==> config.mk <==
export PLATFORM = sky130hd
export DESIGN_NAME = wb_mem_arbiter2_flat
export DESIGN_NICKNAME = d
export VERILOG_FILES = /design/src/rtl/wb_mem_arbiter2_if.sv /design/src/rtl/wb_mem_arbiter2.sv /design/src/flat_wrapper.sv
export SDC_FILE = /design/constraint.sdc
export NUM_CORES = 1
export LEC_CHECK = 0
export CAP_MARGIN = 25
export CORE_AREA = 2 2 85 87
export CTS_CLUSTER_DIAMETER = 50
export DETAILED_ROUTE_END_ITERATION = 10
export DIE_AREA = 0 0 87 89
export DONT_BUFFER_PORTS = 1
export GPL_TIMING_DRIVEN = 1
export PLACE_DENSITY = 0.41
export RECOVER_POWER = 25
export SYNTH_ARGS = -nofsm -noshare
export SYNTH_HDL_FRONTEND = slang
export SYNTH_SLANG_ARGS = --single-unit
==> constraint.sdc <==
create_clock -name CLK_I -period 1.6 [get_ports CLK_I]
set_input_delay 0.4 -clock CLK_I [delete_from_list [all_inputs] [get_ports CLK_I]]
set_output_delay 0.4 -clock CLK_I [all_outputs]
set_load 0.05 [all_outputs]
==> src/rtl/wb_mem_arbiter2_if.sv <==
// wb_mem_arbiter2_if: both master ports and the memory port of the two-master arbiter.
// slave is the arbiter's view; master is the view of the masters and memory around it.
interface wb_mem_arbiter2_if;
  logic        M0_CYC_I, M0_STB_I, M0_WE_I;
  logic [2:0]  M0_ADR_I;
  logic [31:0] M0_DAT_I, M0_DAT_O;
  logic        M0_ACK_O, M0_ERR_O;
  logic        M1_CYC_I, M1_STB_I, M1_WE_I;
  logic [2:0]  M1_ADR_I;
  logic [31:0] M1_DAT_I, M1_DAT_O;
  logic        M1_ACK_O, M1_ERR_O;
  logic        S_STB_O, S_WE_O;
  logic [2:0]  S_ADR_O;
  logic [31:0] S_DAT_O, S_DAT_I;
  logic        S_ACK_I;
  modport slave (
    input  M0_CYC_I, M0_STB_I, M0_WE_I, M0_ADR_I, M0_DAT_I,
    input  M1_CYC_I, M1_STB_I, M1_WE_I, M1_ADR_I, M1_DAT_I,
    input  S_DAT_I, S_ACK_I,
    output M0_DAT_O, M0_ACK_O, M0_ERR_O, M1_DAT_O, M1_ACK_O, M1_ERR_O,
    output S_STB_O, S_WE_O, S_ADR_O, S_DAT_O
  );
  modport master (
    output M0_CYC_I, M0_STB_I, M0_WE_I, M0_ADR_I, M0_DAT_I,
    output M1_CYC_I, M1_STB_I, M1_WE_I, M1_ADR_I, M1_DAT_I,
    output S_DAT_I, S_ACK_I,
    input  M0_DAT_O, M0_ACK_O, M0_ERR_O, M1_DAT_O, M1_ACK_O, M1_ERR_O,
    input  S_STB_O, S_WE_O, S_ADR_O, S_DAT_O
  );
endinterface

==> src/rtl/wb_mem_arbiter2.sv <==
// wb_mem_arbiter2: round-robin two-master WISHBONE arbiter with a strobe watchdog in front of one memory slave.
module wb_mem_arbiter2 #(
  parameter int TIMEOUT = 15,
  parameter int CNT_W   = 4
) (
  input  logic              CLK_I,
  input  logic              RST_I,
  wb_mem_arbiter2_if.slave  bus,
  output logic [1:0]        GNT_O
);
  typedef enum logic [1:0] {IDLE, GRANT0, GRANT1} state_t;
  state_t            state, state_nxt;
  logic              ptr, ptr_nxt;
  logic [CNT_W-1:0]  cnt, cnt_nxt;
  logic              act, sel, m_cyc, m_stb, m_we, abort, s_stb;
  logic [2:0]        m_adr;
  logic [31:0]       m_dat;
  assign act   = state != IDLE;
  assign sel   = state == GRANT1;
  assign m_cyc = sel ? bus.M1_CYC_I : bus.M0_CYC_I;
  assign m_stb = sel ? bus.M1_STB_I : bus.M0_STB_I;
  assign m_we  = sel ? bus.M1_WE_I  : bus.M0_WE_I;
  assign m_adr = sel ? bus.M1_ADR_I : bus.M0_ADR_I;
  assign m_dat = sel ? bus.M1_DAT_I : bus.M0_DAT_I;
  assign abort = act && cnt == CNT_W'(TIMEOUT) && m_stb && !bus.S_ACK_I;
  always_ff @(posedge CLK_I) begin
    if (RST_I) begin
      state <= IDLE;
      ptr   <= 1'b0;
      cnt   <= '0;
    end else begin
      state <= state_nxt;
      ptr   <= ptr_nxt;
      cnt   <= cnt_nxt;
    end
  end
  // ptr=0 favours M0; leaving a grant hands priority to the other master
  always_comb begin
    state_nxt = state;
    ptr_nxt   = ptr;
    cnt_nxt   = (act && m_stb && !bus.S_ACK_I) ? cnt + 1'b1 : '0;
    if (state == IDLE)
      state_nxt = (bus.M0_CYC_I && (!bus.M1_CYC_I || !ptr)) ? GRANT0 :
                  bus.M1_CYC_I ? GRANT1 : IDLE;
    else if (abort || !m_cyc) begin
      state_nxt = IDLE;
      ptr_nxt   = !sel;
      cnt_nxt   = '0;
    end
  end
  always_comb begin
    s_stb        = act && m_stb && m_cyc && !abort;
    bus.S_STB_O  = s_stb;
    bus.S_WE_O   = s_stb && m_we;
    bus.S_ADR_O  = s_stb ? m_adr : '0;
    bus.S_DAT_O  = s_stb ? m_dat : '0;
    bus.M0_ACK_O = state == GRANT0 && bus.S_ACK_I;
    bus.M1_ACK_O = state == GRANT1 && bus.S_ACK_I;
    bus.M0_ERR_O = state == GRANT0 && abort;
    bus.M1_ERR_O = state == GRANT1 && abort;
    bus.M0_DAT_O = bus.S_DAT_I;
    bus.M1_DAT_O = bus.S_DAT_I;
    GNT_O        = {sel, state == GRANT0};
  end
endmodule

==> src/flat_wrapper.sv <==
// flat-port wrapper written by rule: the top's interface ports become plain ports
module wb_mem_arbiter2_flat 
#(
  parameter int TIMEOUT = 15,
  parameter int CNT_W   = 4
)
  (CLK_I, RST_I, GNT_O, bus_M0_CYC_I, bus_M0_STB_I, bus_M0_WE_I, bus_M0_ADR_I, bus_M0_DAT_I, bus_M1_CYC_I, bus_M1_STB_I, bus_M1_WE_I, bus_M1_ADR_I, bus_M1_DAT_I, bus_S_DAT_I, bus_S_ACK_I, bus_M0_DAT_O, bus_M0_ACK_O, bus_M0_ERR_O, bus_M1_DAT_O, bus_M1_ACK_O, bus_M1_ERR_O, bus_S_STB_O, bus_S_WE_O, bus_S_ADR_O, bus_S_DAT_O);
  wb_mem_arbiter2_if bus_i ();
  input  logic CLK_I;
  input  logic RST_I;
  output logic [1:0] GNT_O;
  input wire logic [$bits(bus_i.M0_CYC_I)-1:0] bus_M0_CYC_I;
  input wire logic [$bits(bus_i.M0_STB_I)-1:0] bus_M0_STB_I;
  input wire logic [$bits(bus_i.M0_WE_I)-1:0] bus_M0_WE_I;
  input wire logic [$bits(bus_i.M0_ADR_I)-1:0] bus_M0_ADR_I;
  input wire logic [$bits(bus_i.M0_DAT_I)-1:0] bus_M0_DAT_I;
  input wire logic [$bits(bus_i.M1_CYC_I)-1:0] bus_M1_CYC_I;
  input wire logic [$bits(bus_i.M1_STB_I)-1:0] bus_M1_STB_I;
  input wire logic [$bits(bus_i.M1_WE_I)-1:0] bus_M1_WE_I;
  input wire logic [$bits(bus_i.M1_ADR_I)-1:0] bus_M1_ADR_I;
  input wire logic [$bits(bus_i.M1_DAT_I)-1:0] bus_M1_DAT_I;
  input wire logic [$bits(bus_i.S_DAT_I)-1:0] bus_S_DAT_I;
  input wire logic [$bits(bus_i.S_ACK_I)-1:0] bus_S_ACK_I;
  output wire logic [$bits(bus_i.M0_DAT_O)-1:0] bus_M0_DAT_O;
  output wire logic [$bits(bus_i.M0_ACK_O)-1:0] bus_M0_ACK_O;
  output wire logic [$bits(bus_i.M0_ERR_O)-1:0] bus_M0_ERR_O;
  output wire logic [$bits(bus_i.M1_DAT_O)-1:0] bus_M1_DAT_O;
  output wire logic [$bits(bus_i.M1_ACK_O)-1:0] bus_M1_ACK_O;
  output wire logic [$bits(bus_i.M1_ERR_O)-1:0] bus_M1_ERR_O;
  output wire logic [$bits(bus_i.S_STB_O)-1:0] bus_S_STB_O;
  output wire logic [$bits(bus_i.S_WE_O)-1:0] bus_S_WE_O;
  output wire logic [$bits(bus_i.S_ADR_O)-1:0] bus_S_ADR_O;
  output wire logic [$bits(bus_i.S_DAT_O)-1:0] bus_S_DAT_O;
  assign bus_i.M0_CYC_I = bus_M0_CYC_I;
  assign bus_i.M0_STB_I = bus_M0_STB_I;
  assign bus_i.M0_WE_I = bus_M0_WE_I;
  assign bus_i.M0_ADR_I = bus_M0_ADR_I;
  assign bus_i.M0_DAT_I = bus_M0_DAT_I;
  assign bus_i.M1_CYC_I = bus_M1_CYC_I;
  assign bus_i.M1_STB_I = bus_M1_STB_I;
  assign bus_i.M1_WE_I = bus_M1_WE_I;
  assign bus_i.M1_ADR_I = bus_M1_ADR_I;
  assign bus_i.M1_DAT_I = bus_M1_DAT_I;
  assign bus_i.S_DAT_I = bus_S_DAT_I;
  assign bus_i.S_ACK_I = bus_S_ACK_I;
  assign bus_M0_DAT_O = bus_i.M0_DAT_O;
  assign bus_M0_ACK_O = bus_i.M0_ACK_O;
  assign bus_M0_ERR_O = bus_i.M0_ERR_O;
  assign bus_M1_DAT_O = bus_i.M1_DAT_O;
  assign bus_M1_ACK_O = bus_i.M1_ACK_O;
  assign bus_M1_ERR_O = bus_i.M1_ERR_O;
  assign bus_S_STB_O = bus_i.S_STB_O;
  assign bus_S_WE_O = bus_i.S_WE_O;
  assign bus_S_ADR_O = bus_i.S_ADR_O;
  assign bus_S_DAT_O = bus_i.S_DAT_O;
  wb_mem_arbiter2 #(.TIMEOUT(TIMEOUT), .CNT_W(CNT_W)) u_core (.CLK_I(CLK_I), .RST_I(RST_I), .bus(bus_i), .GNT_O(GNT_O));
endmodule
==> flow_metrics.py, run 1 <==
metrics = {
    "die": {
        "die_x_um": 87,
        "die_h_um": 89,
        "initial_core_util": 0.2119,
        "rows": 30,
        "die_area_um2": 7743,
        "core_um2": 6719,
        "io_pins": 218,
    },
    "pwr": {
        "power_per_cell_area_nw_per_um2": 453.4,
        "max-vdd-ir-drop_v": 0.0004773,
        "p_leak_nw": 0.8799,
        "p_total_mw": 1.153,
    },
    "global_routing": {
        "grt_pass1_vias": 1473,
        "overflow": 0,
        "track_usage": 0.1266,
        "grt_max_degree": 23,
        "grt_pass1_wl_um": 7769,
        "antenna_found_initial": 0,
    },
    "cells_and_area": {
        "diodes": 0,
        "final_nets": 333,
        "seqCellArea_um2": 145.1,
        "syn_to_final_growth_pct": 78.65,
        "num-fill-cells": 685,
        "fin_area_um2": 2544,
        "multi_input_comb_area_um2": 1200,
        "drive_gt1_frac": 0.5545,
    },
    "worst_setup_path": {
        "end_kind": "primary output",
        "worstSetupPathType": "reg -> out",
        "path_max_fanout": 13,
        "cp.required_ns": 1.20,
        "critPathLaunchType": "flip-flop",
        "worstPathArrival_ns": 1.85,
        "path_buf_inv": 2,
        "worstPathCellList": "ha_4 -> and4b_4 -> o21a_1 -> a211o_4 -> buf_12 -> a21oi_4 -> buf_12",
        "critPathMaxStageDelay_ns": 0.34,
        "crit_family": "compound AO/OA/AOI/OAI gates",
        "slowest_stage": "a211o_4",
        "cpMostUsedCell": "buf_12",
    },
    "logic_synthesis": {
        "ys.flop_type": "dfxtp_1",
        "synth-simple-area-share": 0.2865,
        "synth_edf_count": 0,
        "ys_top_cells_by_count": "nand2_1 (76), buf_4 (65), a21oi_1 (37)",
        "ys_ff_latch": 7,
        "syn_inst": 234,
        "yosys-top-cells-area": "buf_4 (34%), nand2_1 (20%), a21oi_1 (13%)",
        "synth.distinct_cells": 33,
        "synth_nets": 346,
        "yosysSeqAreaShare": 0.09842,
        "netlist.top_cell.by_area": "buf_4",
        "syn_area_per_cell_um2": 6.085,
        "syn_area_um2": 1424,
        "muxShareOfSynthArea": 0.01494,
        "synth_top_family_by_area": "buffers and inverters",
        "yosysMostFrequentCell": "nand2_1",
        "synth-compound-area-share": 0.1757,
        "yosysTopAreaCellShare": 0.3427,
        "yosys.area_share.adder": 0.008787,
        "synth-xor-area-share": 0.01230,
        "yosysWarnings": 0,
        "async_flop_share": 0,
    },
    "placement": {
        "io_buffers": 0,
        "place_area_um2": 2328,
        "place.gp.congestion": 0.7999,
        "dp_hpwl_um": 4550,
    },
    "detailed_routing": {
        "dr.pass1.iters": 4,
        "wirelength_um": 5513,
        "wl_per_cell_um": 18.38,
        "viasPerCell": 4.737,
        "drc": 0,
        "num_vias": 1421,
        "drtIter0Drc": 22,
        "ant_nets": 0,
    },
    "clocking": {
        "htree_levels": 1,
        "cts_tree": "yes",
        "cts_sinks": 7,
        "clk_pin_slew_ns": 0.04,
        "clock_path_buffers": 2,
        "clk_latency_ns": 0.23,
        "cts_hold_buf": 0,
        "cts-root-buf": "clkbuf_8",
        "cts_buffers": 3,
    },
    "sta": {
        "timing.final.ws_setup_ns": -0.6537,
        "period_needed_ns": 2.254,
        "hold_viol_final": 0,
        "drv_slew": 0,
        "tightest_slew_ns": 0.2580,
        "rsz0062_at_grt": "true",
        "finClkSkew_ns": 0.002717,
        "final-setup-viol-count": 43,
        "period_share": 1.409,
        "fmax_mhz": 443.7,
        "relSlewSlack": 0.8268,
    },
    "status": {
        "violations": "setup timing",
        "status": "finished with violations",
    },
    "run": {
        "cap_viol_max_count": 0,
    },
    "hold_path": {
        "hold_path.class": "in -> reg",
    },
}
-- where the power goes --
| part | switching, mW | leakage, nW | internal (mW) | total [mW] |
|---|---|---|---|---|
| sequential | 0.00637 | 0.0587 | 0.184 | 0.190 |
| clock | 0.0838 | 0.0228 | 0.173 | 0.257 |
| combinational | 0.426 | 0.798 | 0.281 | 0.706 |
-- layout make-up --
| class | instances | area share |
|---|---|---|
| clock buffer | 4 | 0.01771 |
| multi-input combinational | 143 | 0.4717 |
| inverter | 5 | 0.01082 |
| timing repair buffer | 61 | 0.4033 |
| tap | 80 | 0.03935 |
| sequential | 7 | 0.05706 |
-- flip-flops by register name, summed over array words and instances (netlist names) --
register / count
u_core.state: 2
u_core.cnt: 4
u_core.ptr: 1
-- through the flow --
step           setup WS (ns)  hold slack [ns]  TNS (ns)  std cells    util
6_report             -0.6537           0.2295    -24.20        300  0.3786
5_1_grt              -0.7135           0.2231    -26.64        300  0.3786
4_1_cts              -0.6723           0.2307    -24.87        298  0.3663
3_5_place_dp         -0.4369           0.4723    -15.56        291  0.3466
3_3_place_gp         -0.4333           0.4726    -15.18        291  0.3466
2_1_floorplan        -0.4240           0.4266    -15.59        234       -
-- kinds of logic after synthesis --
logic type      count (synthesis)
simple gates                   92
buf+inv                        84
compound gates                 46
flops                           7
xor+xnor                        2
mux                             2
fa+ha+maj                       1
-- worst reg2reg max path, cell delays in order, from the launching register on --
cell,delay [ns]
dfxtp_2,0.33
ha_4,0.15
and4b_4,0.17
o21a_1,0.12
a211o_4,0.34
buf_16,0.18
buf_8,0.13
nor4_4,0.18
-- worst paths after layout --
kind                      start              end  slack [ns]  cells after the start
hold / removal      bus_S_ACK_I    u_core.cnt[1]        0.23                      1
hold reg to reg   u_core.cnt[0]    u_core.cnt[0]        0.52                      2
setup / recovery  u_core.cnt[1]  bus_S_DAT_O[14]       -0.65                      7
setup reg to reg  u_core.cnt[1]    u_core.cnt[3]       -0.10                      7
-- metal layers --
layer	track usage	vias up	wire length, um
met5	0	-	0
met4	0.01420	0	17
met3	0.03786	2	542
met2	0.2491	104	3063
met1	0.1365	654	1889
li1	-	661	-
-- layout by cell type, fill, tap and decap left out, types with 3 or more instances in the layout --
cell type and n:
a21oi_4 36, and2_4 3, buf_12 39, buf_4 14, buf_6 4, clkbuf_8 3
dfxtp_1 3, dfxtp_2 4, nand2_1 76
-- timing repair --
action / in CTS / in global routing
gates resized for setup: 13 / 10
setup buffers: 3 / 1
pin swaps: 5 / 3
setup endpoints to repair: 45 / 46
gates cloned: 1 / 1
No activity file was read; power rests on OpenSTA's default activity.
==> inputs of run 2 (changes only) <==
--- a/config.mk
+++ b/config.mk
@@ -12,7 +12,7 @@
 export DIE_AREA = 0 0 87 89
 export DONT_BUFFER_PORTS = 1
 export GPL_TIMING_DRIVEN = 1
-export PLACE_DENSITY = 0.41
+export PLACE_DENSITY = 0.31
 export RECOVER_POWER = 25
 export SYNTH_ARGS = -nofsm -noshare
 export SYNTH_HDL_FRONTEND = slang
==> run 2 against run 1 <==
- the run still ends with setup timing left
- utilization rose by 0.28 points
- wire length rose by 1.9%
- worst setup slack got worse by 0.0069 ns
- clock skew fell by 0.0024 ns
- critical path depth did not move
- total power fell by 2.4%
- cell area rose by 0.74%
- die area did not move
==> flow_metrics.py, run 2 (synthesized netlist as in run 1, its figures left out) <==
metrics = {
    "status": {
        "status": "finished with violations",
        "violations": "setup timing",
    },
    "worst_setup_path": {
        "critPathLaunchType": "flip-flop",
        "critPathMaxStageDelay_ns": 0.36,
        "end_kind": "primary output",
        "cp.required_ns": 1.20,
        "worstPathCellList": "ha_4 -> and4b_4 -> o21a_1 -> a211o_4 -> buf_12 -> a21oi_4 -> buf_12",
        "cpMostUsedCell": "buf_12",
        "worstPathArrival_ns": 1.86,
        "path_max_fanout": 11,
        "worstSetupPathType": "reg -> out",
        "slowest_stage": "a211o_4",
    },
    "pwr": {
        "p_total_mw": 1.125,
        "max-vdd-ir-drop_v": 0.0004535,
        "p_leak_nw": 0.9033,
        "power_per_cell_area_nw_per_um2": 439.2,
    },
    "die": {
        "die_h_um": 89,
        "initial_core_util": 0.2119,
        "die_x_um": 87,
        "io_pins": 218,
        "die_area_um2": 7743,
        "rows": 30,
        "core_um2": 6719,
    },
    "detailed_routing": {
        "num_vias": 1445,
        "viasPerCell": 4.738,
        "dr.pass1.iters": 4,
        "wirelength_um": 5620,
        "drtIter0Drc": 26,
        "drc": 0,
        "wl_per_cell_um": 18.43,
        "ant_nets": 0,
    },
    "global_routing": {
        "grt_pass1_wl_um": 7886,
        "track_usage": 0.1273,
        "grt_max_degree": 40,
        "antenna_found_initial": 0,
        "overflow": 0,
        "grt_pass1_vias": 1530,
    },
    "clocking": {
        "cts_tree": "yes",
        "clk_latency_ns": 0.22,
        "cts_buffers": 3,
        "clock_path_buffers": 2,
        "clk_pin_slew_ns": 0.04,
        "cts_sinks": 7,
        "htree_levels": 1,
        "cts-root-buf": "clkbuf_8",
    },
    "sta": {
        "relSlewSlack": 0.8052,
        "finClkSkew_ns": 0.0002906,
        "timing.final.ws_setup_ns": -0.6606,
        "fmax_mhz": 442.4,
        "holdWs_ns": 0.2387,
        "rsz0062_at_grt": "true",
        "tightest_slew_ns": 0.2922,
        "period_share": 1.413,
        "drv_slew": 0,
        "hold_viol_final": 0,
        "final-setup-viol-count": 46,
        "period_needed_ns": 2.261,
        "final.setup.tns_ns": -25.71,
    },
    "placement": {
        "placedCellCount": 295,
        "io_buffers": 0,
        "dp_hpwl_um": 4677,
        "place.gp.congestion": 0.7738,
        "place_area_um2": 2371,
        "place_ws_ns": -0.4313,
    },
    "cells_and_area": {
        "diodes": 0,
        "drive_gt1_frac": 0.5600,
        "syn_to_final_growth_pct": 79.96,
        "reg_top3": "u_core.cnt (4), u_core.state (2), u_core.ptr (1)",
        "final_common_cell": "nand2_1",
        "fin_area_um2": 2562,
        "largest_reg_flops": 4,
        "final_cells": 305,
        "final_cell_mix": "nand2_1 (76), buf_12 (40), a21oi_4 (36)",
        "num-fill-cells": 681,
        "final_nets": 338,
        "largest-register": "u_core.cnt",
        "final_core_util": 0.3814,
    },
    "run": {
        "cap_viol_max_count": 0,
    },
    "hold_path": {
        "hold_path.class": "in -> reg",
    },
}
[run 2: changes by cell type in the layout (fill, tap and decap cells not counted), sizes merged]
cell and change:
buf +5
[run 2: layer usage]
metal  vias to the layer above  share of wire  wire length, um  GRT usage
met2                        91           0.58             3276     0.2582
met4                         0          0.012               69    0.03267
met5                         -              0                0          0
met1                       657           0.30             1693     0.1204
met3                        24           0.10              581    0.04432
li1                        673              -                -          -
[run 2: report_power, final]
part / total, mW / switching, mW / internal [mW]
registers: 0.194 / 0.00986 / 0.184
clock network: 0.239 / 0.0673 / 0.172
logic: 0.693 / 0.416 / 0.276
[run 2: worst paths after layout]
check | from | endpoint | slack [ns] | cells past startpoint
min reg2reg | u_core.cnt[0] | u_core.cnt[0] | 0.54 | 2
max | u_core.cnt[1] | bus_S_DAT_O[26] | -0.66 | 7
max reg2reg | u_core.cnt[1] | u_core.cnt[2] | -0.29 | 8
min | bus_S_ACK_I | u_core.cnt[0] | 0.24 | 1
[run 2: critical path: cells and delay by family (launching register included)]
| family | cells | cell delay (ns) |
|---|---|---|
| fa+ha+maj | 1 | 0.15 |
| flops | 1 | 0.33 |
| compound gates | 3 | 0.62 |
| buf+inv | 2 | 0.34 |
| simple gates | 1 | 0.18 |
[run 2: area by class of cell]
cell class                 count  area [um^2]  area share
tap                           80        100.1     0.03906
clock buffer                   4        45.04     0.01758
multi-input combinational    143         1206      0.4707
inverter                       5        22.52    0.008789
timing repair buffer          66         1045      0.4077
sequential                     7        143.9     0.05615
[run 2: what timing repair did]
item / 4_1_cts / 5_1_grt
cloned: 1 / 1
gates resized for setup: 7 / 6
setup endpoints to repair: 46 / 48
pin swaps: 3 / 1
buffers inserted: 2 / 3
hold buffers: 0 / 0
==> inputs of run 3 (changes only) <==
--- a/config.mk
+++ b/config.mk
@@ -12,7 +12,7 @@
 export DIE_AREA = 0 0 87 89
 export DONT_BUFFER_PORTS = 1
 export GPL_TIMING_DRIVEN = 1
-export PLACE_DENSITY = 0.31
+export PLACE_DENSITY = 0.3
 export RECOVER_POWER = 25
 export SYNTH_ARGS = -nofsm -noshare
 export SYNTH_HDL_FRONTEND = slang
==> constraint.sdc (replaced) <==
create_clock -name CLK_I -period 2.1 [get_ports CLK_I]
set_input_delay 0.525 -clock CLK_I [delete_from_list [all_inputs] [get_ports CLK_I]]
set_output_delay 0.525 -clock CLK_I [all_outputs]
set_load 0.05 [all_outputs]
==> run 3 against run 2 <==
- the flow still finishes with violations (setup timing)
- worst setup slack better by 0.34 ns
- utilization fell by 0.86 points
- die area stayed put
- clock-buffer cell count did not move
- via count grew 1.5%
- critical path type unchanged
- largest power group unchanged
- highest routed layer unchanged
==> flow_metrics.py, run 3 (synthesized netlist as in run 1, its figures left out) <==
metrics = {
    "status": {
        "status": "finished with violations",
        "violations": "setup timing",
    },
    "die": {
        "rows": 30,
        "die_x_um": 87,
        "initial_core_util": 0.2119,
        "die_h_um": 89,
        "die_area_um2": 7743,
        "core_um2": 6719,
        "io_pins": 218,
    },
    "global_routing": {
        "antenna_found_initial": 0,
        "track_usage": 0.1232,
        "overflow": 0,
        "grt_max_degree": 40,
        "grt_pass1_vias": 1553,
        "grt_pass1_wl_um": 7686,
    },
    "sta": {
        "finClkSkew_ns": 0.001735,
        "holdWs_ns": 0.3670,
        "fmax_mhz": 412.5,
        "hold_viol_final": 0,
        "period_needed_ns": 2.424,
        "period_share": 1.154,
        "timing.final.ws_setup_ns": -0.3244,
        "rsz0062_at_grt": "true",
        "final.setup.tns_ns": -11.32,
        "tightest_slew_ns": 0.3078,
        "final-setup-viol-count": 39,
        "drv_slew": 0,
        "relSlewSlack": 0.7948,
    },
    "worst_setup_path": {
        "worstSetupStartpoint": "u_core.cnt[1]",
        "crit_family": "compound AO/OA/AOI/OAI gates",
        "end_kind": "primary output",
        "worstSetupPathType": "reg -> out",
        "path_max_fanout": 8,
        "critPathMaxStageDelay_ns": 0.38,
        "timing.rr.start": "u_core.cnt[1]",
        "worstPathCellList": "ha_4 -> and4b_4 -> o21a_1 -> a211o_4 -> clkbuf_16 -> a21oi_4 -> buf_12",
        "critPathLaunchType": "flip-flop",
        "slowest_stage": "a211o_4",
        "path_buf_inv": 2,
        "worstPathArrival_ns": 1.90,
        "cp.required_ns": 1.57,
    },
    "pwr": {
        "swShare": 0.4447,
        "seqPwrFrac": 0.168,
        "switchingPower_mw": 0.3841,
        "p_leak_nw": 0.8959,
        "max-vdd-ir-drop_v": 0.0001282,
        "combPwrFrac": 0.611,
        "power_per_cell_area_nw_per_um2": 344.8,
        "p_clk_frac": 0.221,
        "intPower_mw": 0.4796,
    },
    "detailed_routing": {
        "ant_nets": 0,
        "drtIter0Drc": 24,
        "drc": 0,
        "dr.pass1.iters": 4,
        "wl_per_cell_um": 18.23,
        "viasPerCell": 4.854,
        "num_vias": 1466,
        "wirelength_um": 5504,
    },
    "cells_and_area": {
        "final_common_cell": "nand2_1",
        "final_cell_mix": "nand2_1 (76), a21oi_4 (36), buf_12 (36)",
        "final_core_util": 0.3728,
        "diodes": 0,
        "reg_top3": "u_core.cnt (4), u_core.state (2), u_core.ptr (1)",
        "num-fill-cells": 652,
        "final_cells": 302,
        "largest_reg_flops": 4,
        "syn_to_final_growth_pct": 75.92,
        "drive_gt1_frac": 0.5270,
        "largest-register": "u_core.cnt",
        "final_nets": 335,
    },
    "clocking": {
        "cts_tree": "yes",
        "cts-root-buf": "clkbuf_8",
        "clk_latency_ns": 0.22,
        "clk_pin_slew_ns": 0.04,
        "cts_sinks": 7,
        "cts_buffers": 3,
        "clock_path_buffers": 2,
        "htree_levels": 1,
    },
    "hold_path": {
        "min_from": "bus_S_ACK_I",
        "hold_path.class": "in -> reg",
    },
    "placement": {
        "place.gp.congestion": 0.8485,
        "place_ws_ns": -0.1391,
        "dp_hpwl_um": 4203,
        "io_buffers": 0,
        "placedCellCount": 291,
    },
    "run": {
        "cap_viol_max_count": 0,
    },
}
run 3: cell types whose count changed in the layout (fill, tap and decap cells not counted), moves of 2 or more:
cell	change
buf_6	+4
buf_8	+2
buf_4	-7
buf_12	-4
and2_1	+2
and2_4	-2
nor4_4	-2
run 3: final timing paths:
kind | to | slack (ns) | cells after the start
worst min register to register | u_core.cnt[0] | 0.55 | 2
worst max register to register | u_core.cnt[1] | 0.39 | 6
worst min-delay path | u_core.cnt[3] | 0.37 | 1
worst max-delay path | bus_S_DAT_O[16] | -0.32 | 7
run 3: repair_timing:
action | 4_1_cts | 5_1_grt
hold endpoints to repair | 0 | 0
resized for setup | 25 | 9
endpoints found under the setup margin | 40 | 40
gates cloned | 1 | 3
buffers inserted | 1 | 2
pin swaps | 1 | 1
hold buffers | 0 | 0
run 3: per-stage QoR:
| step | cell area [um^2] | power, mW |
|---|---|---|
| 2_1_floorplan | 1788 | 0.7950 |
| 3_3_place_gp | 2205 | 0.6236 |
| 3_5_place_dp | 2205 | 0.6283 |
| 4_1_cts | 2379 | 0.8462 |
| 5_1_grt | 2505 | 0.9036 |
| 6_report | 2505 | 0.8637 |
run 3: area by class of cell:
class	count	area (um^2)	area share
inverter	5	23.77	0.009491
timing repair buffer	63	1040	0.4151
multi-input combinational	143	1154	0.4605
sequential	7	142.6	0.05694
tap	80	100.1	0.03996
clock buffer	4	45.04	0.01798
run 3: metal layers:
layer  part of all wire  up-vias  GRT usage
li1                   -      669          -
met1               0.32      675     0.1262
met2               0.55       96     0.2248
met3               0.10       26    0.04524
met4              0.027        0    0.05398
met5                  0        -          0
run 3: worst register-to-register path, cell delays in order (launching register included):
cell and delay [ns]:
dfxtp_2 0.33, ha_4 0.15, and4b_4 0.18, o21a_1 0.12
a211o_4 0.38, buf_4 0.20, nor4b_1 0.24
run 3: power by group through the flow:
stage               sequential, mW  clock [mW]  combinational (mW)
floorplan                    0.146           0               0.649
global placement             0.146           0               0.477
detailed placement           0.147           0               0.482
CTS                          0.145       0.193               0.509
global route                 0.145       0.202               0.556
finish                       0.145       0.191               0.528
